### src/rtl/pc_sequencer.sv
// Program-counter sequencer: selects the next fetch address and PC write/flush controls.
// Optional MIPS branch delay slot behaviour is enabled by defining PC_SEQ_DELAY_SLOT_EN.
module pc_sequencer #(
    parameter logic [31:0] RESET_VECTOR = 32'h00000000,
    parameter logic [31:0] EXC_VECTOR   = 32'h00000180
) (
    input  logic        Clk,
    input  logic        Reset,
    input  logic [31:0] PCCur,
    input  logic        Stall,
    input  logic        ImemReady,
    input  logic        BranchTaken,
    input  logic [31:0] BranchTarget,
    input  logic        Jump,
    input  logic [31:0] JumpTarget,
    input  logic        ExcReq,
    output logic [31:0] PCNext,
    output logic        PCWrite,
    output logic        Flush,
    output logic [1:0]  SeqState
);

    localparam logic [1:0] StBoot = 2'd0;
    localparam logic [1:0] StRun  = 2'd1;
    localparam logic [1:0] StWait = 2'd2;
    localparam logic [1:0] StExc  = 2'd3;

`ifdef PC_SEQ_DELAY_SLOT_EN
    localparam logic RedirectFlush = 1'b0;
`else
    localparam logic RedirectFlush = 1'b1;
`endif

    logic [1:0]  state_q, state_d;
    logic        pend_valid_q, pend_valid_d;
    logic [31:0] pend_target_q, pend_target_d;

    logic        redirect;
    logic [31:0] redirect_target;
    logic [31:0] pc_seq;

    // Branch beats jump when both arrive together.
    assign redirect        = BranchTaken | Jump;
    assign redirect_target = BranchTaken ? BranchTarget : JumpTarget;
    assign pc_seq          = PCCur + 32'd4;

    always_comb begin
        state_d       = state_q;
        pend_valid_d  = pend_valid_q;
        pend_target_d = pend_target_q;
        PCNext        = pc_seq;
        PCWrite       = 1'b0;
        Flush         = 1'b0;

        if (Reset) begin
            PCNext       = RESET_VECTOR;
            state_d      = StBoot;
            pend_valid_d = 1'b0;
        end else begin
            case (state_q)
                StBoot: begin
                    PCNext  = RESET_VECTOR;
                    PCWrite = 1'b1;
                    Flush   = 1'b1;
                    state_d = StRun;
                end
                StRun, StWait: begin
                    if (ExcReq) begin
                        PCNext       = EXC_VECTOR;
                        PCWrite      = 1'b1;
                        Flush        = 1'b1;
                        pend_valid_d = 1'b0;
                        state_d      = StExc;
                    end else if (state_q == StWait || !ImemReady || Stall) begin
                        // Frozen: hold redirects until the PC can be written again.
                        if (redirect) begin
                            pend_valid_d  = 1'b1;
                            pend_target_d = redirect_target;
                        end
                        if (state_q == StWait) begin
                            state_d = ImemReady ? StRun : StWait;
                        end else if (!ImemReady) begin
                            state_d = StWait;
                        end
                    end else if (pend_valid_q) begin
                        PCNext       = pend_target_q;
                        PCWrite      = 1'b1;
                        Flush        = RedirectFlush;
                        pend_valid_d = redirect;
                        if (redirect) begin
                            pend_target_d = redirect_target;
                        end
                    end else if (redirect) begin
                        PCWrite = 1'b1;
                        Flush   = RedirectFlush;
`ifdef PC_SEQ_DELAY_SLOT_EN
                        // Delay slot instruction is fetched first; target follows.
                        pend_valid_d  = 1'b1;
                        pend_target_d = redirect_target;
`else
                        PCNext = redirect_target;
`endif
                    end else begin
                        PCWrite = 1'b1;
                    end
                end
                default: begin
                    Flush   = 1'b1;
                    state_d = StRun;
                end
            endcase
        end
    end

    always_ff @(posedge Clk) begin
        state_q       <= state_d;
        pend_valid_q  <= pend_valid_d;
        pend_target_q <= pend_target_d;
    end

    assign SeqState = state_q;

endmodule
### config.mk
export PLATFORM = sky130hd
export DESIGN_NAME = pc_sequencer
export DESIGN_NICKNAME = d
export VERILOG_FILES = /design/src/rtl/pc_sequencer.sv
export SDC_FILE = /design/constraint.sdc
export NUM_CORES = 1
export LEC_CHECK = 0
export CAP_MARGIN = 30
export CORE_AREA = 2 2 78 110
export CTS_BUF_LIST = sky130_fd_sc_hd__clkbuf_16
export DETAILED_ROUTE_END_ITERATION = 6
export DIE_AREA = 0 0 80 112
export HOLD_SLACK_MARGIN = 0.12
export PLACE_DENSITY = 0.88
export SLEW_MARGIN = 15
export SYNTH_ARGS = -nofsm -noshare
export SYNTH_HDL_FRONTEND = slang
export SYNTH_SLANG_ARGS = --single-unit
### constraint.sdc
create_clock -name Clk -period 8.4 [get_ports Clk]
set_input_delay 1.26 -clock Clk [delete_from_list [all_inputs] [get_ports Clk]]
set_output_delay 1.26 -clock Clk [all_outputs]
set_load 0.05 [all_outputs]
==> reports/metrics.cfg, run 1 <==
[outcome]
status=finished, final reports clean

[worst_setup_path]
path_common_cell=sky130_fd_sc_hd__clkdlybuf4s50_1
start_kind=input pin
worst_setup_path_end_kind=output pin
worstPathArrival_ns=4.66
timing.critical_path.slowest_stage_cell=sky130_fd_sc_hd__clkdlybuf4s50_1
critPathMaxFanout=18
critPathKind=input pin to output pin
cp_slowest_stage_delay_ns=0.87
cp_cell_sequence=clkdlybuf4s50_1 -> or3b_1 -> nor3_4 -> and2_1 -> nand2b_1 -> o32ai_1 -> clkdlybuf4s50_1
cp.required_ns=7.14

[synthesis]
portion_of_synthesized_cell_area_occupied_by_the_leading_cell_type=0.279
postSynth.topFlopCell=sky130_fd_sc_hd__edfxtp_1
synthMostInstantiatedCell=sky130_fd_sc_hd__o21ai_0
synth.area.top_cells=sky130_fd_sc_hd__edfxtp_1 (28%), sky130_fd_sc_hd__mux2_2 (10%), sky130_fd_sc_hd__a22oi_1 (5.4%)
syn_avg_cell_area_um2=8.57
synthCells=402
ys_warn_count=0
post_synth_arst_share=0
synth.distinct_cells=54
syn_nets=510
synth_top_cell_by_area=sky130_fd_sc_hd__edfxtp_1
synth_enable_flop_cells=32
syn_area_um2=3450
postSynthRegisterBits=35
yosysSeqAreaShare=0.296
synth_commonest_cells=sky130_fd_sc_hd__o21ai_0 (36), sky130_fd_sc_hd__edfxtp_1 (32), sky130_fd_sc_hd__nor2_1 (32), sky130_fd_sc_hd__a21oi_1 (31), sky130_fd_sc_hd__mux2_2 (31)

[global_route]
first_pass_grt_wire_length_um=18400
grt_max_degree=48
antenna_violations_before_repair=0
grt-ovfl-total=0
number_of_global_route_vias_before_repair=3704
grt.total_usage=0.266

[power]
pwr_density_cell_nw_per_um2=140
peakVddDrop_mv=0.0820
leakage_power_figure_nw=1.69

[final_layout]
final_antenna_diode_count=0
final_nets=632
area_growth_pct=45.9
fill_cells=705
post_route_cell_area_um2=5030
drive_above_1_share=0.118

[worst_hold_path]
worst_hold_path_type=flop to flop

[job]
drv_cap=0

[clock_network]
insertion_delay_ns=0.28
clk_path_buf_depth=2
cts_hold_buf=0
numCtsBuffers=5
cts_tree=done
cts_sinks=35
postCtsSetupRepairBufs=0
worst_setup_hold_path_clk_slew_ns=0.05
clockRootBuffer=sky130_fd_sc_hd__clkbuf_16
cts_repair_resize_count=0
cts-htree-levels=2

[route]
final_antenna_net_count=0
drt_pass1_iterations=5
wl_per_cell_um=19.1
avgViaCountPerCell=5.98
drc=0
detailedRoute.firstIterationViolations=345
route.vias.total=3750
postRouteWirelength_um=12000

[timing]
final.setup.worst_slack_ns=2.48
maxClockFrequency_mhz=169
unrepaired_setup_endpoints_after_global_routing=false
worstMarginPinSlew_ns=0.939
timing_max_transition_violations_final=0
slew_headroom=0.374
timing_hold_violations_final=0
setup_violators_final=0
timing.setup.tns_ns=0
fin_worst_skew_ns=0.00380
finalCritPeriodShare=0.704
post-route-min-period_ns=5.92

[placed_design]
detailed_place_hpwl_um=8950
io_buffers=138
gp_congestion=0.894
dpl-instance-area_um2=4870
place_worst_setup_slack_ns=2.52

[floorplan]
height_of_the_die_um=112
starting_utilization_of_the_core_area=0.431
die_w_um=80
die_area_um2=8960
coreArea_um2=8000
fp-row-count=39
num_io_pins=139

-- final timing paths --
check               from           endpoint  slack (ns)  cells past startpoint
min reg2reg  SeqState[1]        SeqState[1]        0.55                      2
max            ImemReady         PCNext[28]        2.48                      7
max reg2reg  SeqState[0]  pend_target_q[21]        5.98                      5
min          SeqState[1]        SeqState[1]        0.55                      2
-- critical path, delay by kind of cell --
family / cells / cell delay, ns
and+or+nand+nor: 4 / 1.53
buffers and inverters: 2 / 1.42
AOI/OAI and AO/OA: 1 / 0.44
-- stage by stage --
stage | util | hold slack, ns | instances | power (mW)
after floorplan | - | 0.721 | 402 | 0.400
after global placement | 0.608 | 0.537 | 618 | 0.519
after detailed placement | 0.608 | 0.538 | 618 | 0.523
after CTS | 0.625 | 0.549 | 626 | 0.697
after global routing | 0.629 | 0.603 | 627 | 0.735
final | 0.629 | 0.553 | 627 | 0.703
-- area by class of cell --
type | count | area [um2] | share of cell area
timing repair buffer | 145 | 1450 | 0.288
tap | 102 | 128 | 0.0254
multi-input combinational | 322 | 2240 | 0.446
clock inverter | 3 | 11.3 | 0.00224
inverter | 15 | 56.3 | 0.0112
sequential | 35 | 1020 | 0.203
clock buffer | 5 | 125 | 0.0249
-- cells in the final DEF, fill, tap and decap left out, types with 11 or more instances in the layout --
master                            count
sky130_fd_sc_hd__o21ai_0             36
sky130_fd_sc_hd__nor2_1              32
sky130_fd_sc_hd__a21oi_1             31
sky130_fd_sc_hd__xnor2_1             21
sky130_fd_sc_hd__mux2_2              31
sky130_fd_sc_hd__inv_1               16
sky130_fd_sc_hd__nand2_1             25
sky130_fd_sc_hd__clkdlybuf4s50_1    137
sky130_fd_sc_hd__edfxtp_1            32
sky130_fd_sc_hd__nor3_1              11
sky130_fd_sc_hd__a22oi_1             25
-- sequential cells by signal (all words and copies together) (netlist names) --
register	count
pend_valid_q	1
pend_target_q	32
SeqState	2
-- power by group --
group | leakage (nW) | switching, mW | internal, mW
clock network | 0.0701 | 0.0694 | 0.107
logic | 1.30 | 0.181 | 0.135
registers | 0.316 | 0.00831 | 0.202
total | 1.69 | 0.259 | 0.444
-- metal layers --
metal  vias up  routed length, um  track usage
li1       1752                  -            -
met1      1739               4380        0.314
met2       209               6060        0.442
met3        50                796       0.0373
met4         0                748        0.175
met5         -                  0            0
-- kinds of logic after synthesis --
logic type               after synthesis  share of synthesized area
buffers and inverters                 45                     0.0552
multiplexers                          34                      0.110
XOR/XNOR                              27                     0.0686
AND/OR/NAND/NOR                      117                      0.185
adder cells (fa/ha/maj)                5                     0.0181
flip-flops                            35                      0.296
AO/OA/AOI/OAI                        139                      0.267
Power figures use the tool's default switching activity.
==> run 2, diff against run 1 <==
Clock period 8.4 ns to 5.7 ns, I/O delays scaled along.
==> run 2 against run 1 <==
Net effect:
- setup slack got worse by 1.9 ns
- final area is essentially flat
- sequential cell count stayed put
- critical endpoint unchanged
- utilization hardly changed
- non-clock buffer count up 2
- clock skew hardly changed
- hold slack better by 0.016 ns
- final cell count rose by 0.32%
- combinational power grew 50%
- largest power group unchanged
==> reports/metrics.cfg, run 2 (synthesis gave the netlist of run 1 again) <==
[outcome]
status=finished, final reports clean

[worst_setup_path]
worstPathArrival_ns=4.29
path_common_cell=sky130_fd_sc_hd__clkdlybuf4s50_1
timing.critical_path.slowest_stage_cell=sky130_fd_sc_hd__clkdlybuf4s50_1
critPathKind=input pin to output pin
crit-reg2reg-launch=SeqState[1]
critPathMaxFanout=18
cp_slowest_stage_delay_ns=0.87
worstRegToRegCells=5
path_delay_family=simple AND/OR/NAND/NOR gates
start_kind=input pin
cp.required_ns=4.85
worst_setup_path_end_kind=output pin
critical_path_buf_inv_count=2
worst-path-stages=7
cp_cell_sequence=clkdlybuf4s50_1 -> or3b_1 -> nor3_4 -> and2_1 -> nand2b_1 -> o32ai_1 -> clkdlybuf4s50_1
worst_setup_path_startpoint=ImemReady

[placed_design]
placedCellCount=621
gp_congestion=0.899
detailed_place_hpwl_um=9260
io_buffers=138

[timing]
timing_hold_violations_final=0
post-route-min-period_ns=5.15
unrepaired_setup_endpoints_after_global_routing=false
timing.setup.tns_ns=0
finalCritPeriodShare=0.903
maxClockFrequency_mhz=194
fin_worst_skew_ns=0.00428
worstMarginPinSlew_ns=1.04
setup_violators_final=0
slew_headroom=0.308
timing_max_transition_violations_final=0

[floorplan]
fp-row-count=39
height_of_the_die_um=112
die_w_um=80
num_io_pins=139
coreArea_um2=8000
die_area_um2=8960
starting_utilization_of_the_core_area=0.431

[power]
peakVddDrop_mv=0.130
net_switching_power_mw=0.389
power.share.clock=0.251
leakage_power_figure_nw=1.69
power.share.switching=0.373
pwr_density_cell_nw_per_um2=207
combinational_share_of_power=0.456
internal_power_mw=0.654
pwr-share-seq=0.293

[global_route]
first_pass_grt_wire_length_um=19200
number_of_global_route_vias_before_repair=3819
grt-ovfl-total=0
antenna_violations_before_repair=0
grt_max_degree=38
grt.total_usage=0.276

[clock_network]
worst_setup_hold_path_clk_slew_ns=0.05
cts_tree=done
cts_repair_resize_count=0
cts_hold_buf=0
clockRootBuffer=sky130_fd_sc_hd__clkbuf_16
numCtsBuffers=5
clk_path_buf_depth=2
insertion_delay_ns=0.28
cts_sinks=35
postCtsSetupRepairBufs=0
cts-htree-levels=2

[worst_hold_path]
worst_hold_path_type=flop to flop
hold_path_depth=2
min_from=SeqState[1]

[job]
drv_cap=0

[final_layout]
finish.cell_count_without_fillers=629
layout.cells.most_common=sky130_fd_sc_hd__clkdlybuf4s50_1
most_frequent_cells_in_the_layout=sky130_fd_sc_hd__clkdlybuf4s50_1 (137), sky130_fd_sc_hd__o21ai_0 (36), sky130_fd_sc_hd__nor2_1 (32), sky130_fd_sc_hd__edfxtp_1 (32)
final_antenna_diode_count=0
number_of_flip_flops_in_the_largest_register=32
final_nets=634
registers.top_by_ff_count=pend_target_q
drive_above_1_share=0.123
area_growth_pct=45.9

[route]
wl_per_cell_um=19.7
final_antenna_net_count=0
postRouteWirelength_um=12400
drc=0
route.vias.total=3949
avgViaCountPerCell=6.28
detailedRoute.firstIterationViolations=484
drt_pass1_iterations=6

run 2: cell count changes in the layout (fill, tap and decap cells not counted):
cell	before	now
sky130_fd_sc_hd__buf_4	6	9
sky130_fd_sc_hd__clkinv_1	2	0
sky130_fd_sc_hd__clkbuf_16	6	5
sky130_fd_sc_hd__clkinv_2	0	1
sky130_fd_sc_hd__inv_1	16	17
run 2: worst paths after layout:
kind                                    endpoint  slack [ns]
worst max register to register  pend_target_q[0]        3.19
worst min-delay path                 SeqState[1]        0.57
worst max-delay path                  PCNext[28]        0.55
worst min register to register       SeqState[1]        0.57
run 2: metrics by stage:
step / cell area [um2] / power [mW] / hold WS [ns] / setup slack (ns) / utilization
after floorplan: 3450 / 0.589 / 0.721 / 0.185 / -
after global placement: 4890 / 0.765 / 0.534 / 0.733 / 0.611
after detailed placement: 4890 / 0.774 / 0.554 / 0.635 / 0.611
after CTS: 5030 / 1.03 / 0.564 / 0.612 / 0.628
final: 5030 / 1.04 / 0.568 / 0.551 / 0.628
after global routing: 5030 / 1.08 / 0.589 / 0.441 / 0.628
run 2: layout make-up:
class                           instances  area [um2]
Clock buffer                            5         125
Clock inverter                          3        12.5
Fill cell                             685        2970
Inverter                               15        56.3
Multi-Input combinational cell        322        2240
Sequential cell                        35        1020
Tap cell                              102         128
Timing Repair Buffer                  147        1440
run 2: routing by layer:
metal,up-vias,part of all wire,global-route usage
li1,1758,-,-
met5,-,0,0
met1,1857,0.34,0.312
met4,0,0.060,0.154
met3,48,0.089,0.0511
met2,286,0.51,0.478
run 2: power by group through the flow:
| stage | registers (mW) | clock network, mW | logic, mW |
|---|---|---|---|
| 3_5_place_dp | 0.310 | 0 | 0.463 |
| 2_1_floorplan | 0.317 | 0 | 0.273 |
| 6_report | 0.305 | 0.261 | 0.476 |
| 4_1_cts | 0.305 | 0.261 | 0.468 |
| 3_3_place_gp | 0.309 | 0 | 0.456 |
| 5_1_grt | 0.307 | 0.270 | 0.502 |
run 2: tightest hold or removal path, delay by kind of cell, from the launching register on:
kind             cells  cell delay [ns]
AO/OA/AOI/OAI        1             0.09
flip-flops           1             0.35
AND/OR/NAND/NOR      1             0.08
==> run 3, diff against run 2 <==
Settings changed: ABC_AREA from default to 0, RECOVER_POWER from default to 25, SLEW_MARGIN 15 to default.
==> run 3 against run 2 <==
Net effect:
- final cell count is the same
- register-to-register slack gained 0.03 ns
- via count shrank 1.7%
- die area is the same
- clock power is essentially flat
- global-route usage is the same
- sequential share of layout area is essentially flat
- sequential cell count is the same
- critical path depth is the same
- non-clock buffer count is the same
- fmax grew 0.26%
- critical endpoint unchanged
==> reports/metrics.cfg, run 3 (synthesis gave the netlist of run 1 again) <==
[clock_network]
insertion_delay_ns=0.28
cts_sinks=35
cts_repair_resize_count=0
cts-htree-levels=2
clk_path_buf_depth=2
clockRootBuffer=sky130_fd_sc_hd__clkbuf_16
postCtsSetupRepairBufs=0
numCtsBuffers=5
cts_hold_buf=0
cts_tree=done
worst_setup_hold_path_clk_slew_ns=0.05

[worst_setup_path]
cp.required_ns=4.85
worstRegToRegCells=5
crit-reg2reg-launch=SeqState[1]
start_kind=input pin
worst_setup_path_end_kind=output pin
crit_end=PCNext[28]
r2r_slack_ns=3.22
reg2reg_to=pend_target_q[1]
critPathKind=input pin to output pin
critPathMaxFanout=18
worst_setup_path_startpoint=ImemReady
worstPathArrival_ns=4.28

[timing]
timing.setup.tns_ns=0
slew_headroom=0.0364
final.setup.worst_slack_ns=0.564
setup_violators_final=0
timing_max_transition_violations_final=0
worst_hold_slack_ns=0.566
worstMarginPinSlew_ns=1.45
timing_hold_violations_final=0
finalCritPeriodShare=0.901
fin_worst_skew_ns=0.00304
unrepaired_setup_endpoints_after_global_routing=false
post-route-min-period_ns=5.14
maxClockFrequency_mhz=195

[global_route]
first_pass_grt_wire_length_um=19200
antenna_violations_before_repair=0
grt-ovfl-total=0
grt.total_usage=0.276
number_of_global_route_vias_before_repair=3819
grt_max_degree=38

[floorplan]
die_w_um=80
num_io_pins=139
coreArea_um2=8000
fp-row-count=39
die_area_um2=8960
starting_utilization_of_the_core_area=0.431
height_of_the_die_um=112

[final_layout]
most_frequent_cells_in_the_layout=sky130_fd_sc_hd__clkdlybuf4s50_1 (137), sky130_fd_sc_hd__o21ai_0 (36), sky130_fd_sc_hd__nor2_1 (32), sky130_fd_sc_hd__edfxtp_1 (32), sky130_fd_sc_hd__a21oi_1 (31)
final_nets=634
finish.cell_count_without_fillers=629
number_of_flip_flops_in_the_largest_register=32
final_antenna_diode_count=0
registers.top_by_ff_count=pend_target_q
post_route_cell_area_um2=5020
drive_above_1_share=0.0854
area_growth_pct=45.7
layout.cells.most_common=sky130_fd_sc_hd__clkdlybuf4s50_1

[placed_design]
place_worst_setup_slack_ns=0.635
gp_congestion=0.899
placedCellCount=621
io_buffers=138
detailed_place_hpwl_um=9260
dpl-instance-area_um2=4890

[route]
wl_per_cell_um=19.4
detailedRoute.firstIterationViolations=530
drc=0
avgViaCountPerCell=6.17
postRouteWirelength_um=12200
final_antenna_net_count=0
drt_pass1_iterations=5
route.vias.total=3882

[power]
leakage_power_figure_nw=1.69
peakVddDrop_mv=0.132
pwr_density_cell_nw_per_um2=207

[job]
drv_cap=0

[worst_hold_path]
worst_hold_path_type=flop to flop

[outcome]
status=finished, final reports clean

run 3: changes by cell type in the layout (fill, tap and decap cells not counted), sizes merged:
cell | before | now
buf | 10 | 8
clkbuf | 5 | 7
run 3: worst min path at each step:
stage                 from     endpoint  slack [ns]  depth (start not counted)
2_1_floorplan  SeqState[1]  SeqState[1]        0.72                          2
3_3_place_gp   SeqState[1]  SeqState[1]        0.53                          2
3_5_place_dp   SeqState[1]  SeqState[1]        0.55                          2
4_1_cts        SeqState[1]  SeqState[1]        0.56                          2
5_1_grt        SeqState[1]  SeqState[1]        0.59                          2
6_report       SeqState[1]  SeqState[1]        0.57                          2
run 3: stage by stage:
step | util | power, mW
finish | 0.628 | 1.04
global route | 0.628 | 1.08
CTS | 0.628 | 1.03
detailed placement | 0.611 | 0.774
global placement | 0.611 | 0.765
floorplan | - | 0.589
run 3: where the power goes:
part	total, mW	switching (mW)	internal, mW
sequential	0.305	0.00760	0.298
clock	0.262	0.104	0.158
combinational	0.471	0.276	0.195
run 3: area by class of cell:
cell class	instances	area (um2)
clock buffer	5	125
clock inverter	3	12.5
fill	685	2980
inverter	15	56.3
multi-input combinational	322	2240
sequential	35	1020
tap	102	128
timing repair buffer	147	1440
run 3: metal layers:
metal	track usage	part of all wire	up-vias
li1	-	-	1757
met1	0.312	0.34	1807
met2	0.478	0.51	264
met3	0.0511	0.085	54
met4	0.154	0.065	0
met5	0	0	-
run 3: worst max-delay path, stage by stage:
cell                              delay, ns
sky130_fd_sc_hd__clkdlybuf4s50_1       0.54
sky130_fd_sc_hd__or3b_1                0.49
sky130_fd_sc_hd__nor3_4                0.21
sky130_fd_sc_hd__and2_1                0.35
sky130_fd_sc_hd__nand2b_1              0.50
sky130_fd_sc_hd__o32ai_1               0.47
sky130_fd_sc_hd__clkdlybuf4s50_1       0.87
